File: src/rtl/episode_controller.sv
// Dyna-Q episode sequencer: per real step, one real Q-update then PLAN_STEPS planning updates,
// followed by goal / step-limit checks and episode counting.
module episode_controller #(
    parameter int unsigned REWARD_LENGTH  = 10,
    parameter int unsigned STEP_LENGTH    = 5,
    parameter int unsigned MAX_STEPS      = 25,
    parameter int unsigned PLAN_LENGTH    = 4,
    parameter int unsigned PLAN_STEPS     = 5,
    parameter int unsigned EPISODE_LENGTH = 8,
    parameter int unsigned MAX_EPISODES   = 200
) (
    input  logic                      clk,
    input  logic                      rst,
    input  logic                      start,
    input  logic                      env_done,
    input  logic [REWARD_LENGTH-1:0]  reward,
    input  logic                      qupd_done,
    output logic                      act_req,
    output logic                      qupd_req,
    output logic                      qupd_plan,
    output logic                      env_reset,
    output logic                      episode_end,
    output logic                      end_cause,
    output logic [STEP_LENGTH-1:0]    step_count,
    output logic [EPISODE_LENGTH-1:0] episode_count,
    output logic                      busy,
    output logic                      done
);

    typedef enum logic [2:0] {
        StIdle, StEpStart, StAct, StUpdate, StPlan, StCheck, StDone
    } state_e;

    state_e                    state_q, state_d;
    logic [STEP_LENGTH-1:0]    step_q, step_d;
    logic [PLAN_LENGTH-1:0]    plan_q, plan_d;
    logic [EPISODE_LENGTH-1:0] ep_q, ep_d;
    logic [REWARD_LENGTH-1:0]  reward_q, reward_d;

    logic                      goal, limit, ep_end;
    logic [EPISODE_LENGTH-1:0] ep_inc;

    assign goal   = &reward_q;
    assign limit  = (step_q == STEP_LENGTH'(MAX_STEPS));
    assign ep_end = (state_q == StCheck) && (goal || limit);
    assign ep_inc = ep_q + EPISODE_LENGTH'(1);

    always_ff @(posedge clk) begin
        if (rst) begin
            state_q  <= StIdle;
            step_q   <= '0;
            plan_q   <= '0;
            ep_q     <= '0;
            reward_q <= '0;
        end else begin
            state_q  <= state_d;
            step_q   <= step_d;
            plan_q   <= plan_d;
            ep_q     <= ep_d;
            reward_q <= reward_d;
        end
    end

    always_comb begin
        state_d  = state_q;
        step_d   = step_q;
        plan_d   = plan_q;
        ep_d     = ep_q;
        reward_d = reward_q;
        unique case (state_q)
            StIdle: begin
                if (start) begin
                    ep_d    = '0;
                    state_d = StEpStart;
                end
            end
            StEpStart: begin
                step_d  = '0;
                state_d = StAct;
            end
            StAct: begin
                if (env_done) begin
                    reward_d = reward;
                    state_d  = StUpdate;
                end
            end
            StUpdate: begin
                if (qupd_done) begin
                    step_d  = step_q + STEP_LENGTH'(1);
                    plan_d  = '0;
                    state_d = (PLAN_STEPS > 0) ? StPlan : StCheck;
                end
            end
            StPlan: begin
                if (qupd_done) begin
                    plan_d = plan_q + PLAN_LENGTH'(1);
                    if (plan_q == PLAN_LENGTH'(PLAN_STEPS - 1)) begin
                        state_d = StCheck;
                    end
                end
            end
            StCheck: begin
                if (goal || limit) begin
                    ep_d    = ep_inc;
                    state_d = (ep_inc == EPISODE_LENGTH'(MAX_EPISODES)) ? StDone : StEpStart;
                end else begin
                    state_d = StAct;
                end
            end
            StDone: begin
                if (start) begin
                    ep_d    = '0;
                    state_d = StEpStart;
                end
            end
            default: state_d = StIdle;
        endcase
    end

    // Outputs depend only on registered state; the CHECK cycle already shows the bumped count.
    always_comb begin
        act_req       = (state_q == StAct);
        qupd_req      = (state_q == StUpdate) || (state_q == StPlan);
        qupd_plan     = (state_q == StPlan);
        env_reset     = (state_q == StEpStart);
        episode_end   = ep_end;
        end_cause     = ep_end && !goal;
        step_count    = step_q;
        episode_count = ep_end ? ep_inc : ep_q;
        busy          = (state_q != StIdle) && (state_q != StDone);
        done          = (state_q == StDone);
    end

endmodule

File: config.mk
export PLATFORM = sky130hd
export DESIGN_NAME = episode_controller
export DESIGN_NICKNAME = d
export VERILOG_FILES = /design/src/rtl/episode_controller.sv
export SDC_FILE = /design/constraint.sdc
export NUM_CORES = 1
export LEC_CHECK = 0
export ABC_AREA = 1
export CAP_MARGIN = 20
export CORE_MARGIN = 2
export CORE_UTILIZATION = 54
export CTS_CLUSTER_SIZE = 16
export DETAILED_ROUTE_END_ITERATION = 16
export PLACE_DENSITY = 0.82
export SYNTH_ARGS = -nofsm -noshare
export SYNTH_HDL_FRONTEND = slang
export SYNTH_SLANG_ARGS = --single-unit
File: constraint.sdc
create_clock -name clk -period 2.5 [get_ports clk]
set_input_delay 0.25 -clock clk [delete_from_list [all_inputs] [get_ports clk]]
set_output_delay 0.25 -clock clk [all_outputs]
set_load 0.01 [all_outputs]
==> run summary <==
grt total ovfl: 0
CTS root buf: clkbuf_4
clock sink count: 30
count of non-filler cells in the finished layout: 325
clk slew on worst S/H paths: 0.10 ns
Die H: 59.9 um
fin crit period: 2.35 ns
fin nets: 312
vias in the first global route: 1554
clock buffer depth: 2
fin. max-slew vios: 0
PortBufs: 35
Final Hold Vio Count: 0
Routed wire per std cell: 11.0 um
RSZ-0062 raised after global routing: no
Initial Utilization: 0.562
Tot Pwr: 1.11 mW
Synth Area per Inst: 6.75 um^2
Synth Area in Compound Gates: 0.122
Peak Freq: 426 MHz
status: finished clean
first-pass GRT wire length: 6.21 mm
reg2reg start: ep_q[1]
worst-case reg-to-reg path depth: 11
xor and xnor area share after synthesis: 0.0104
CP endpoint kind: output port
main combinational cell family by area after synthesis: simple AND/OR/NAND/NOR gates
Peak VDD IR: 0.440 mV
Critical Path Max Stage Delay: 0.55 ns
post-synthesis adder-cell area fraction: 0.0445
leakage: 0.991 nW
worst hold-check path type: reg2reg
critical-path cell list: ha_1 > nand3_1 > o21ai_2 > nand2_4 > inv_8 > nand2_1 > o21ai_0 > clkdlybuf4s50_1
mux share of post-synthesis cell area: 0
pre-CTS setup slack: 0.327 ns
I/O Pins: 36
CP startpoint kind: flop
Min-Delay Endpoint: ep_q[7]
H-tree Lvls: 2
DRC viols: 0
final setup margin: 0.154 ns
EDFF count, synth: 0
Worst EP required: 2.25 ns
Cells after Synth: 250
reg-to-reg slack, setup: 0.75 ns
DP Wirelength: 2.74 mm
Post-DRT Antenna Nets: 0
setup TNS: 0 ns
ANT cells: 0
WP data arrival: 2.10 ns
layout cell share with drive strength beyond 1: 0.147
largest net degree at the start of global routing: 16
row count: 20
number of setup violations in the final report: 0
die area: 3590 um^2
Die Span X: 59.9 um
Yosys warnings: 0
fraction of registers with async set or reset after synthesis: 0
Simple-Gate Fraction of Synth Area: 0.371
initial antenna violation count: 0
Initial DRT Pass Iterations: 5
Tcrit/Tclk final: 0.938
Synth-to-Final Area Change: 28.5%
clock latency at the later pin of the worst-skew pair: 0.33 ns
CP top delay family: buffers and inverters
CTS tree: built
CP bufs+invs: 2
total of max-cap violations: 0
placer congestion estimate: 0.887
Avg Vias per Cell: 5.30
Post-Syn Area: 1690 um^2
DRT Wirelength: 3.58 mm
Seq/Total Area, Yosys: 0.356
worst r2r dst: state_q[1]
Slew headroom: 0.805
Hold Path Depth: 2
Top FF cell, synth: dfxtp_1
post-synthesis net count: 271
Unique masters post-synth: 29
kind of critical path: reg2out
# hold bufs at CTS: 0
Final Util: 0.723
#FFs+latches synth: 30
Slowest-stage cell, CP: clkdlybuf4s50_1
HP Start: ep_q[7]
Via Count: 1724
number of DRC markers in iteration 0: 90
Slew @ Worst Pin: 0.292 ns
CP Max Fanout: 14
Overall Global Routing Usage: 0.228
worst clock skew: 0.0130 ns
Core Area: 3000 um^2
pwr/cell area: 513 nW/um^2
placed cells: 315
Inserted Clock Buffers: 5
## power by group
part	switching, mW	internal (mW)	total [mW]
clock network	0.164	0.136	0.300
registers	0.0264	0.509	0.535
logic	0.164	0.115	0.278
total	0.354	0.759	1.11
## worst reg2reg max path: stages (launching register included)
cell and delay (ns):
dfxtp_1 0.43, ha_1 0.23, nand2_1 0.13, o21bai_1 0.22, nand2_1 0.08, nor2_1 0.10
nand3_1 0.13, nand2_1 0.09, nand2_1 0.06, nand2_1 0.06, nand2_1 0.04, a21oi_1 0.11
## logic make-up after synthesis
kind of cell,count (synthesis)
adders and majority gates,6
DFF,30
buffers and inverters,41
xor gates and xnor gates,2
and+or+nand+nor,132
AOI/OAI and AO/OA,39
## routing by layer
metal	vias up	wire (um)	GRT usage
met2	57	1780	0.382
met3	11	195	0.0455
li1	888	-	-
met4	0	81	0.121
met1	768	1530	0.272
met5	-	0	0
## timing repair
item,4_1_cts,5_1_grt
setup endpoints to repair,6,9
endpoints found under the hold margin,0,0
pin swaps,0,1
resized for setup,1,10
setup buffers,0,2
gates cloned,0,0
## cell type report
type / count / area (um^2)
Clock inverter: 1 / 5.00
Timing Repair Buffer: 39 / 390
Clock buffer: 7 / 55.1
Tap cell: 33 / 41.3
Multi-Input combinational cell: 179 / 932
Inverter: 36 / 143
Sequential cell: 30 / 603
Fill cell: 255 / 833
## placed cells by master, fill, tap and decap left out, types with 5 or more instances in the layout
master | synthesis | routed
nand2_1 | 55 | 55
clkdlybuf4s50_1 | 0 | 31
nor2_1 | 29 | 29
dfxtp_1 | 30 | 28
inv_1 | 25 | 25
nand3_1 | 19 | 19
a21oi_1 | 15 | 15
o21ai_1 | 14 | 13
inv_2 | 10 | 10
nor2_2 | 6 | 6
ha_1 | 6 | 6
o21ai_0 | 5 | 5
clkbuf_4 | 0 | 5
## cells in the mapped netlist, drive strengths merged, types with 2 or more instances
cell | n | share of area
buf | 2 | 0.0096
ha | 6 | 0.044
dfxtp | 30 | 0.36
o21ai | 19 | 0.056
xor2 | 2 | 0.010
nor3 | 5 | 0.018
a31oi | 2 | 0.0074
nand3 | 20 | 0.062
nand4 | 4 | 0.015
a211oi | 2 | 0.0089
nand2 | 60 | 0.14
clkbuf | 3 | 0.0067
inv | 35 | 0.078
or2 | 2 | 0.0074
a21oi | 15 | 0.044
nor2 | 39 | 0.11
## stage by stage
step / cell area (um^2) / hold slack, ns
finish: 2170 / 0.489
global route: 2170 / 0.536
CTS: 2130 / 0.486
detailed placement: 2070 / 0.469
global placement: 2070 / 0.473
floorplan: 1690 / 0.385
## sequential cells by signal (all words and copies together) (netlist names)
name	cells
step_count	5
state_q	3
ep_q	8
plan_q	4
reward_q	10
## worst max path at each step
stage               cells past startpoint               end  slack (ns)           from
finish                                  8  episode_count[7]        0.15  step_count[0]
CTS                                     8  episode_count[3]        0.02  step_count[0]
floorplan                               8  episode_count[2]        0.82  step_count[1]
global route                            9  episode_count[7]        0.01  step_count[1]
detailed placement                      8  episode_count[3]        0.33  step_count[0]
global placement                        8  episode_count[3]        0.38  step_count[0]
Power figures use the tool's default switching activity.
